**src/rtl/vram_arbiter.sv**
```systemverilog
// Single-port VRAM arbiter: CPU byte cycles with ready handshake, DMA hold/hlda
// read ownership, plus sticky DMA-protocol and hold-starvation flags.
module vram_arbiter #(
  parameter int HOLD_MAX   = 1024,
  parameter int HOLD_CNT_W = 11
) (
  input  logic        clk,
  input  logic        rst,
  input  logic [15:0] cpu_addr,
  input  logic [7:0]  cpu_di,
  output logic [7:0]  cpu_do,
  input  logic        cpu_rw,
  input  logic        cpu_cs,
  output logic        cpu_ready,
  input  logic        hold,
  input  logic [15:0] VADDR,
  input  logic        vramcs,
  output logic [7:0]  VDATA,
  output logic        vrambusy,
  output logic        hlda,
  output logic        dma_err,
  output logic        hold_ovf,
  input  logic        err_clr,
  output logic [15:0] mem_addr,
  output logic [7:0]  mem_dout,
  input  logic [7:0]  mem_din,
  output logic        mem_ce,
  output logic        mem_we
);

  typedef enum logic [1:0] {
    IDLE    = 2'd0,
    CPU_ACC = 2'd1,
    CPU_ACK = 2'd2,
    DMA_GNT = 2'd3
  } state_e;

  localparam logic [HOLD_CNT_W-1:0] CntMax   = HOLD_CNT_W'(HOLD_MAX);
  localparam logic [HOLD_CNT_W-1:0] CntLast  = HOLD_CNT_W'(HOLD_MAX - 1);
  localparam logic [HOLD_CNT_W-1:0] CntOne   = HOLD_CNT_W'(1);

  state_e                  state_q, state_d;
  logic [7:0]              cpu_do_q, cpu_do_d;
  logic                    cpu_ready_q, cpu_ready_d;
  logic                    hlda_q, hlda_d;
  logic                    dma_err_q, dma_err_d;
  logic                    hold_ovf_q, hold_ovf_d;
  logic [HOLD_CNT_W-1:0]   cnt_q, cnt_d;
  logic                    err_set_s, ovf_set_s;

  always_ff @(posedge clk or posedge rst) begin
    if (rst) begin
      state_q     <= IDLE;
      cpu_do_q    <= 8'h00;
      cpu_ready_q <= 1'b0;
      hlda_q      <= 1'b0;
      dma_err_q   <= 1'b0;
      hold_ovf_q  <= 1'b0;
      cnt_q       <= '0;
    end else begin
      state_q     <= state_d;
      cpu_do_q    <= cpu_do_d;
      cpu_ready_q <= cpu_ready_d;
      hlda_q      <= hlda_d;
      dma_err_q   <= dma_err_d;
      hold_ovf_q  <= hold_ovf_d;
      cnt_q       <= cnt_d;
    end
  end

  always_comb begin
    state_d  = state_q;
    cpu_do_d = cpu_do_q;
    mem_addr = cpu_addr;
    mem_ce   = 1'b0;
    mem_we   = 1'b0;
    VDATA    = 8'h00;
    case (state_q)
      IDLE: begin
        // DMA wins a tie with the CPU
        if (hold) begin
          state_d = DMA_GNT;
        end else if (cpu_cs) begin
          state_d = CPU_ACC;
        end else begin
          state_d = IDLE;
        end
      end
      CPU_ACC: begin
        mem_ce  = 1'b1;
        mem_we  = ~cpu_rw;
        state_d = CPU_ACK;
        if (cpu_rw) begin
          cpu_do_d = mem_din;
        end else begin
          cpu_do_d = cpu_do_q;
        end
      end
      CPU_ACK: begin
        state_d = hold ? DMA_GNT : IDLE;
      end
      DMA_GNT: begin
        mem_addr = VADDR;
        mem_ce   = vramcs;
        VDATA    = mem_din;
        state_d  = hold ? DMA_GNT : IDLE;
      end
      default: begin
        state_d = IDLE;
      end
    endcase

    // Ready and hlda are registered versions of the state being entered
    cpu_ready_d = (state_d == CPU_ACK);
    hlda_d      = (state_d == DMA_GNT);

    if (state_q != DMA_GNT) begin
      cnt_d = '0;
    end else if (cnt_q != CntMax) begin
      cnt_d = cnt_q + CntOne;
    end else begin
      cnt_d = cnt_q;
    end

    ovf_set_s  = (state_q == DMA_GNT) && (cnt_q >= CntLast);
    err_set_s  = vramcs && (state_q != DMA_GNT);
    dma_err_d  = err_set_s | (dma_err_q & ~err_clr);
    hold_ovf_d = ovf_set_s | (hold_ovf_q & ~err_clr);
  end

  assign cpu_do    = cpu_do_q;
  assign cpu_ready = cpu_ready_q;
  assign hlda      = hlda_q;
  assign dma_err   = dma_err_q;
  assign hold_ovf  = hold_ovf_q;
  assign mem_dout  = cpu_di;
  assign vrambusy  = (state_q == CPU_ACC) || (state_q == CPU_ACK);

endmodule
```
**config.mk**
```make
export PLATFORM = sky130hd
export DESIGN_NAME = vram_arbiter
export DESIGN_NICKNAME = d
export VERILOG_FILES = /design/src/rtl/vram_arbiter.sv
export SDC_FILE = /design/constraint.sdc
export NUM_CORES = 1
export LEC_CHECK = 0
export CORE_MARGIN = 8
export CORE_UTILIZATION = 33
export CTS_CLUSTER_DIAMETER = 60
export CTS_CLUSTER_SIZE = 25
export DETAILED_ROUTE_END_ITERATION = 12
export PLACE_DENSITY = 0.79
export SLEW_MARGIN = 40
export SYNTH_ARGS = -nofsm -noshare
export SYNTH_HDL_FRONTEND = slang
export SYNTH_SLANG_ARGS = --single-unit
```
**constraint.sdc**
```tcl
create_clock -name clk -period 3.3 [get_ports clk]
set_input_delay 0.66 -clock clk [delete_from_list [all_inputs] [get_ports clk]]
set_output_delay 0.66 -clock clk [all_outputs]
set_load 0.05 [all_outputs]
```
==> run summary, run 1 <==
Tcrit/Tclk final - 91.2%
number of flops mapped to enable cells by yosys - 0
design area - 2370 um^2
Mapped Nets - 199
fill count - 393
die area - 6840 um^2
worst hold slack - 0.509 ns
Synth Cell Area - 1470 um^2
Final WS setup - 0.289 ns
global-route wire length before repair - 6.69 mm
final hold violation count - 0
CTS tree - built
GP Congestion - 0.759
Worst path max stage delay - 0.71 ns
maximum VDD drop - 748 uV
RSZ-0062 raised after global routing - false
Worst-Skew Late Latency - 0.27 ns
min cycle time layout - 3.01 ns
fmax - 332 MHz
DRC Markers - 0
outcome - complete, no violations
Syn. warnings - 0
ys async rst share - 100%
total of max-cap violations - 0
vias per inst - 4.74
Final Skew - 0.00857 ns
# setup viols final - 0
Placed Cells - 265
gr ovfl total - 0
CP max stage cell - clkdlybuf4s50_1
Seq/Total Area, Yosys - 42.6%
Mapped Cells - 139
antenna viol nets, final - 0
post_cts resized - 0
Final nets - 278
drt first pass iters - 4
P_leak - 0.000944 uW
dpl ws - 0.514 ns
DRT Wirelength - 4.17 mm
Vias - 1275
H-tree lvl count - 1
Max Slew Vio Count - 0
Power Dens Cells - 813 nW/um^2
Buffers on Ports - 85
Data arrival, critical path - 2.35 ns
Avg Cell Area, Syn - 10.6 um^2
post-synth cell types - 33
dpl cell area - 2320 um^2
# rows - 24
Hold Path Class - flip-flop to flip-flop
ant diodes - 0
Die Y - 82.7 um
floorplan core area - 4320 um^2
clk buf depth - 2
Layout area overhead - 61.2%
WS Path Type - flip-flop to output pin
All-Layer GR Usage - 12.5%
vias in the first global route - 1325
CTS Buf Count - 3
DP HPWL - 3.43 mm
Setup crit start kind - flip-flop
Worst setup EP type - output pin
initial antenna violation count - 0
top cell family by delay on the critical path - buffers and inverters
CTS root buf - clkbuf_8
drt wl/cell - 15.5 um
post-CTS setup buffers - 0
Tightest Pin Transition - 0.523 ns
layout cell share with drive strength beyond 1 - 9.22%
worst relative slew slack - 65.0%
worst-path maximum fanout - 23
Hold Buf Count CTS - 0
initial core utilization - 34.0%
Final Non-Filler Cells - 269
clk slew on worst S/H paths - 0.08 ns
drt initial violations - 63
largest net degree at the start of global routing - 26
IO Count - 102
Sink Count - 25
setup TNS - 0 ns
flops & latches, synth - 25
Top FF cell, synth - dfrtp_1
CP Buf/Inv Count - 2
Die W - 82.7 um
worst path required time - 2.64 ns
Cell Chain, Critical Path - ha_1 > buf_12 > mux2_1 > clkdlybuf4s50_1
-- area by class of cell --
type	count	area (um^2)	share of cell area (%)
clock buffer	4	45.0	1.90
tap	52	65.1	2.75
inverter	11	41.3	1.74
timing repair buffer	86	868	36.7
sequential	25	626	26.4
multi-input combinational	91	723	30.5
-- registers in the layout (all words and copies together), names as in the netlist --
register	flops
cnt_q	11
cpu_do	8
cpu_ready	1
dma_err	1
hlda	1
hold_ovf	1
state_q	2
-- worst paths after layout --
check | startpoint | end | slack (ns) | cells after the start
min in group asynchronous | rst | cpu_do[0]$_DFFE_PP0P_ | 0.73 | 2
setup reg to reg | state_q[1]$_DFF_PP0_ | hold_ovf$_DFF_PP0_ | 1.46 | 5
hold reg to reg | dma_err$_DFF_PP0_ | dma_err$_DFF_PP0_ | 0.51 | 1
setup / recovery | state_q[1]$_DFF_PP0_ | mem_addr[1] | 0.29 | 4
max in group asynchronous | rst | cnt_q[10]$_DFFE_PP0P_ | 2.21 | 2
hold / removal | dma_err$_DFF_PP0_ | dma_err$_DFF_PP0_ | 0.51 | 1
-- logic make-up after synthesis --
family          count (synthesis)  share of synthesized area, %
simple gates                   39                          16.2
mux                            26                          19.8
fa+ha+maj                       5                          4.26
buf+inv                        23                          8.18
flops                          25                          42.6
compound gates                 20                          8.43
xor+xnor                        1                         0.596
-- worst reg2reg max path, delay by kind of cell (launching register included) --
kind	cells	cell delay (ns)
AOI/OAI and AO/OA	2	0.60
adders and majority gates	1	0.37
buffers and inverters	2	0.42
DFF	1	0.41
-- where the power goes --
part | switching (uW) | total, uW | internal (uW)
Combinational | 829 | 1300 | 476
Clock | 95.3 | 182 | 86.3
Sequential | 50.6 | 440 | 390
-- cells in the mapped netlist, types with 4 or more instances --
library cell	count	area, um^2
or3_1	4	25.0
nand2_1	10	37.5
o21ai_0	4	20.0
mux2_1	13	146
buf_4	9	67.6
inv_1	11	41.3
a21oi_1	8	40.0
dfrtp_1	25	626
nand2b_1	4	25.0
ha_1	5	62.6
mux2_2	11	124
and2_1	8	50.1
-- through the flow --
stage,total power [uW],util [%]
after floorplan,1340,-
after global placement,1750,53.7
after detailed placement,1760,53.7
after CTS,1950,54.8
after global routing,2020,54.8
final,1930,54.8
-- layer usage --
layer	track usage, %	part of all wire [%]
met1	14.0	39
met2	22.1	53
met3	4.44	6.9
met4	2.59	0.62
met5	0	0
-- layout by cell type (no fill, tap or decap), types with 2 or more instances in the layout --
cell	instances
o31ai_1	2
dfrtp_1	25
nand2_1	10
mux2i_1	2
or3_1	4
nand3_1	2
clkdlybuf4s50_1	84
mux2_1	13
ha_1	5
a21oi_1	8
and2_1	8
inv_1	10
nand4_1	2
or4_1	2
clkbuf_8	3
o21ai_0	4
mux2_2	11
nand2b_1	4
(Power assumes the default switching activity.)
==> inputs of run 2 (changes only) <==
Settings changed: REMOVE_ABC_BUFFERS set to 1, SLEW_MARGIN 40 to 15.
==> run summary, run 2 (synthesis gave the netlist of run 1 again) <==
RSZ-0062 raised after global routing - false
# rows - 24
All-Layer GR Usage - 13.8%
Sink Count - 25
Cell Chain, Critical Path - ha_1 > buf_4 > mux2_2 > clkdlybuf4s50_1
setup TNS - 0 ns
Tightest Pin Transition - 0.952 ns
Worst-Skew Late Latency - 0.26 ns
Final nets - 278
antenna viol nets, final - 0
Max Slew Vio Count - 0
Final Skew - 0.00275 ns
# setup viols final - 0
initial antenna violation count - 0
gr ovfl total - 0
IO Count - 102
top cell family by delay on the critical path - buffers and inverters
CP Buf/Inv Count - 2
DP HPWL - 3.69 mm
Worst path max stage delay - 0.71 ns
Power Dens Cells - 812 nW/um^2
H-tree lvl count - 1
Worst setup EP type - output pin
outcome - complete, no violations
CTS root buf - clkbuf_8
CTS tree - built
die area - 6840 um^2
vias per inst - 4.94
fill count - 408
Hold Buf Count CTS - 0
Tcrit/Tclk final - 90.5%
initial core utilization - 34.0%
post-CTS setup buffers - 0
floorplan core area - 4320 um^2
CTS Buf Count - 3
Die Y - 82.7 um
vias in the first global route - 1426
max reg flops - 11
DRT Wirelength - 4.49 mm
WS Path Type - flip-flop to output pin
fmax - 335 MHz
clk buf depth - 2
Layout area overhead - 60.6%
maximum VDD drop - 507 uV
min cycle time layout - 2.99 ns
Setup crit start kind - flip-flop
worst relative slew slack - 36.5%
final hold violation count - 0
commonest non-fill, non-tap cell in the layout - clkdlybuf4s50_1
drt initial violations - 97
CP max stage cell - clkdlybuf4s50_1
ant diodes - 0
Hold Path Class - flip-flop to flip-flop
worst-path maximum fanout - 29
largest net degree at the start of global routing - 30
drt wl/cell - 16.7 um
worst path required time - 2.64 ns
GP Congestion - 0.729
Die W - 82.7 um
P_leak - 0.000940 uW
Vias - 1329
Top reg by flops - cnt_q
DRC Markers - 0
drt first pass iters - 5
clk slew on worst S/H paths - 0.09 ns
Data arrival, critical path - 2.33 ns
Power Total - 1920 uW
total of max-cap violations - 0
most frequent cells in the layout - clkdlybuf4s50_1 (85), dfrtp_1 (25), mux2_1 (13)
layout cell share with drive strength beyond 1 - 8.29%
Buffers on Ports - 85
post_cts resized - 0
global-route wire length before repair - 7.24 mm
run 2: per-stage QoR:
step | std cells | setup slack (ns) | cell area [um^2] | hold slack (ns) | utilization (%)
6_report | 269 | 0.314 | 2360 | 0.500 | 54.5
2_1_floorplan | 127 | 0.999 | 1390 | 0.464 | -
3_3_place_gp | 265 | 0.568 | 2310 | 0.487 | 53.5
4_1_cts | 269 | 0.307 | 2360 | 0.511 | 54.5
3_5_place_dp | 265 | 0.543 | 2310 | 0.485 | 53.5
5_1_grt | 269 | 0.222 | 2360 | 0.526 | 54.5
run 2: area by class of cell:
type / instances / area, um^2 / area share (%)
timing repair buffer: 86 / 858 / 36.4
multi-input combinational: 91 / 723 / 30.7
sequential: 25 / 626 / 26.5
tap: 52 / 65.1 / 2.76
clock buffer: 4 / 45.0 / 1.91
inverter: 11 / 41.3 / 1.75
run 2: report_power, final:
part	leakage, uW	switching, uW	total (uW)	internal [uW]
registers	0.000323	50.5	440	390
logic	0.000594	832	1300	463
clock network	0.0000228	93.1	179	86.2
run 2: path summary, 6_finish.rpt:
path                                         endpoint                 start  cells past startpoint  slack, ns
worst min register to register      dma_err$_DFF_PP0_     dma_err$_DFF_PP0_                      1       0.50
min in group asynchronous        cnt_q[0]$_DFFE_PP0P_                   rst                      2       0.90
worst max register to register     hold_ovf$_DFF_PP0_  state_q[1]$_DFF_PP0_                      5       1.45
worst min-delay path                dma_err$_DFF_PP0_     dma_err$_DFF_PP0_                      1       0.50
worst max-delay path                     mem_addr[15]  state_q[1]$_DFF_PP0_                      4       0.31
max in group asynchronous       cpu_do[4]$_DFFE_PP0P_                   rst                      2       1.81
run 2: per-layer routing:
metal	up-vias	GRT usage (%)	part of all wire, %
li1	634	-	-
met1	638	13.9	36
met2	51	23.5	51
met3	6	8.87	12
met4	0	3.28	1.1
met5	-	0	0
run 2: worst register-to-register path: cells and delay by family, from the launching register on:
| kind | cells | cell delay (ns) |
|---|---|---|
| adder cells (fa/ha/maj) | 1 | 0.22 |
| buffers and inverters | 2 | 0.59 |
| flip-flops | 1 | 0.41 |
| AO/OA/AOI/OAI | 2 | 0.57 |
==> inputs of run 3 (changes only) <==
Settings changed: GPL_TIMING_DRIVEN set to 0, SKIP_LAST_GASP set to 1, SLEW_MARGIN 15 to 20.
==> run summary, run 3 (synthesis gave the netlist of run 1 again) <==
P_int - 935 uW
most frequent cells in the layout - clkdlybuf4s50_1 (85), dfrtp_1 (25), mux2_1 (13)
post-CTS setup buffers - 0
CTS tree - built
antenna viol nets, final - 0
total of max-cap violations - 0
# setup viols final - 0
global-route wire length before repair - 7.20 mm
Final Skew - 0.00471 ns
largest net degree at the start of global routing - 32
Comb power frac - 67.2%
Tcrit/Tclk final - 93.0%
Flop pwr share - 23.0%
Worst setup EP type - output pin
most crowded layer after global routing - met2
clock network fraction of total power - 9.8%
clk buf depth - 2
DRT Wirelength - 4.39 mm
RSZ-0062 raised after global routing - false
initial antenna violation count - 0
clk slew on worst S/H paths - 0.09 ns
setup TNS - 0 ns
P_leak - 0.000932 uW
R2R Setup Slk - 1.30 ns
GR Layer Usage met2 - 24.1%
maximum VDD drop - 764 uV
Crit. Startpoint - state_q[1]$_DFF_PP0_
worst relative slew slack - 36.3%
gr ovfl total - 0
Vias - 1307
Worst-Skew Late Latency - 0.27 ns
max reg flops - 11
Layout area overhead - 60.5%
Final Util - 54.5%
Sink Count - 25
met3 usage - 9.20%
ant diodes - 0
GP Congestion - 0.720
Die W - 82.7 um
dpl ws - 0.511 ns
Power Dens Cells - 813 nW/um^2
CTS Buf Count - 3
outcome - complete, no violations
# rows - 24
DP HPWL - 3.62 mm
H-tree lvl count - 1
Net Sw Power - 980 uW
post_cts resized - 0
layout cell share with drive strength beyond 1 - 8.80%
CTS root buf - clkbuf_8
floorplan core area - 4320 um^2
Hold Path Class - flip-flop to flip-flop
r2r startpoint - state_q[1]$_DFF_PP0_
Top reg by flops - cnt_q
Worst R2R Path Depth - 4
vias per inst - 4.88
All-Layer GR Usage - 13.6%
drt wl/cell - 16.4 um
worst path required time - 2.64 ns
Critical R2R Capture - hold_ovf$_DFF_PP0_
Max Slew Vio Count - 0
Final WS setup - 0.230 ns
initial core utilization - 34.0%
met1 global-route usage - 13.3%
DRC Markers - 0
fmax - 326 MHz
Tightest Pin Transition - 0.954 ns
Final nets - 277
Die Y - 82.7 um
WS Path Type - flip-flop to output pin
die area - 6840 um^2
commonest non-fill, non-tap cell in the layout - clkdlybuf4s50_1
min cycle time layout - 3.07 ns
Hold Path Stages - 1
worst-path maximum fanout - 31
Data arrival, critical path - 2.41 ns
Buffers on Ports - 85
CP endpoint - mem_addr[12]
Net Sw Frac - 51.2%
vias in the first global route - 1465
IO Count - 102
final hold violation count - 0
Setup crit start kind - flip-flop
Hold Buf Count CTS - 0
drt initial violations - 43
drt first pass iters - 4
## run 3: cell types whose count changed in the layout (fill, tap and decap cells not counted)
cell / previous run / this run
clkbuf_1: 1 / 0
ha_2: 0 / 1
buf_4: 1 / 0
ha_1: 5 / 4
clkinvlp_4: 0 / 1
## run 3: metrics by stage
step / std cells / hold WS (ns) / cell area (um^2) / power (uW)
after CTS: 268 / 0.508 / 2360 / 1940
after global placement: 264 / 0.484 / 2310 / 1740
final: 268 / 0.508 / 2360 / 1920
after floorplan: 127 / 0.464 / 1390 / 1300
after global routing: 268 / 0.534 / 2360 / 2020
after detailed placement: 264 / 0.480 / 2310 / 1750
## run 3: metal layers
layer	wire (um)	vias up	part of all wire [%]
met5	0	-	0
met3	554	2	13
met2	2270	44	52
met4	17	0	0.39
met1	1550	629	35
li1	-	632	-
## run 3: how the worst min path moves through the flow
stage / from / slack, ns / end
detailed placement: dma_err$_DFF_PP0_ / 0.48 / dma_err$_DFF_PP0_
finish: dma_err$_DFF_PP0_ / 0.51 / dma_err$_DFF_PP0_
CTS: dma_err$_DFF_PP0_ / 0.51 / dma_err$_DFF_PP0_
global placement: dma_err$_DFF_PP0_ / 0.48 / dma_err$_DFF_PP0_
global route: cpu_do[1]$_DFFE_PP0P_ / 0.53 / cpu_do[1]$_DFFE_PP0P_
floorplan: state_q[1]$_DFF_PP0_ / 0.46 / cpu_ready$_DFF_PP0_
## run 3: critical path, stage by stage (launching register included)
cell	delay [ns]
dfrtp_1	0.41
ha_2	0.60
mux2_1	0.39
clkdlybuf4s50_1	0.73
## run 3: layout make-up
| type | instances | area, um^2 |
|---|---|---|
| fill | 388 | 1970 |
| timing repair buffer | 85 | 851 |
| multi-input combinational | 91 | 726 |
| sequential | 25 | 626 |
| tap | 52 | 65.1 |
| clock buffer | 3 | 41.3 |
| inverter | 11 | 41.3 |
| clock inverter | 1 | 7.51 |
## run 3: power by group through the flow
stage | clock network [uW] | logic, uW | registers (uW)
6_report | 187 | 1290 | 441
5_1_grt | 207 | 1360 | 456
4_1_cts | 191 | 1310 | 441
3_3_place_gp | 0 | 1290 | 443
2_1_floorplan | 0 | 636 | 667
3_5_place_dp | 0 | 1300 | 447
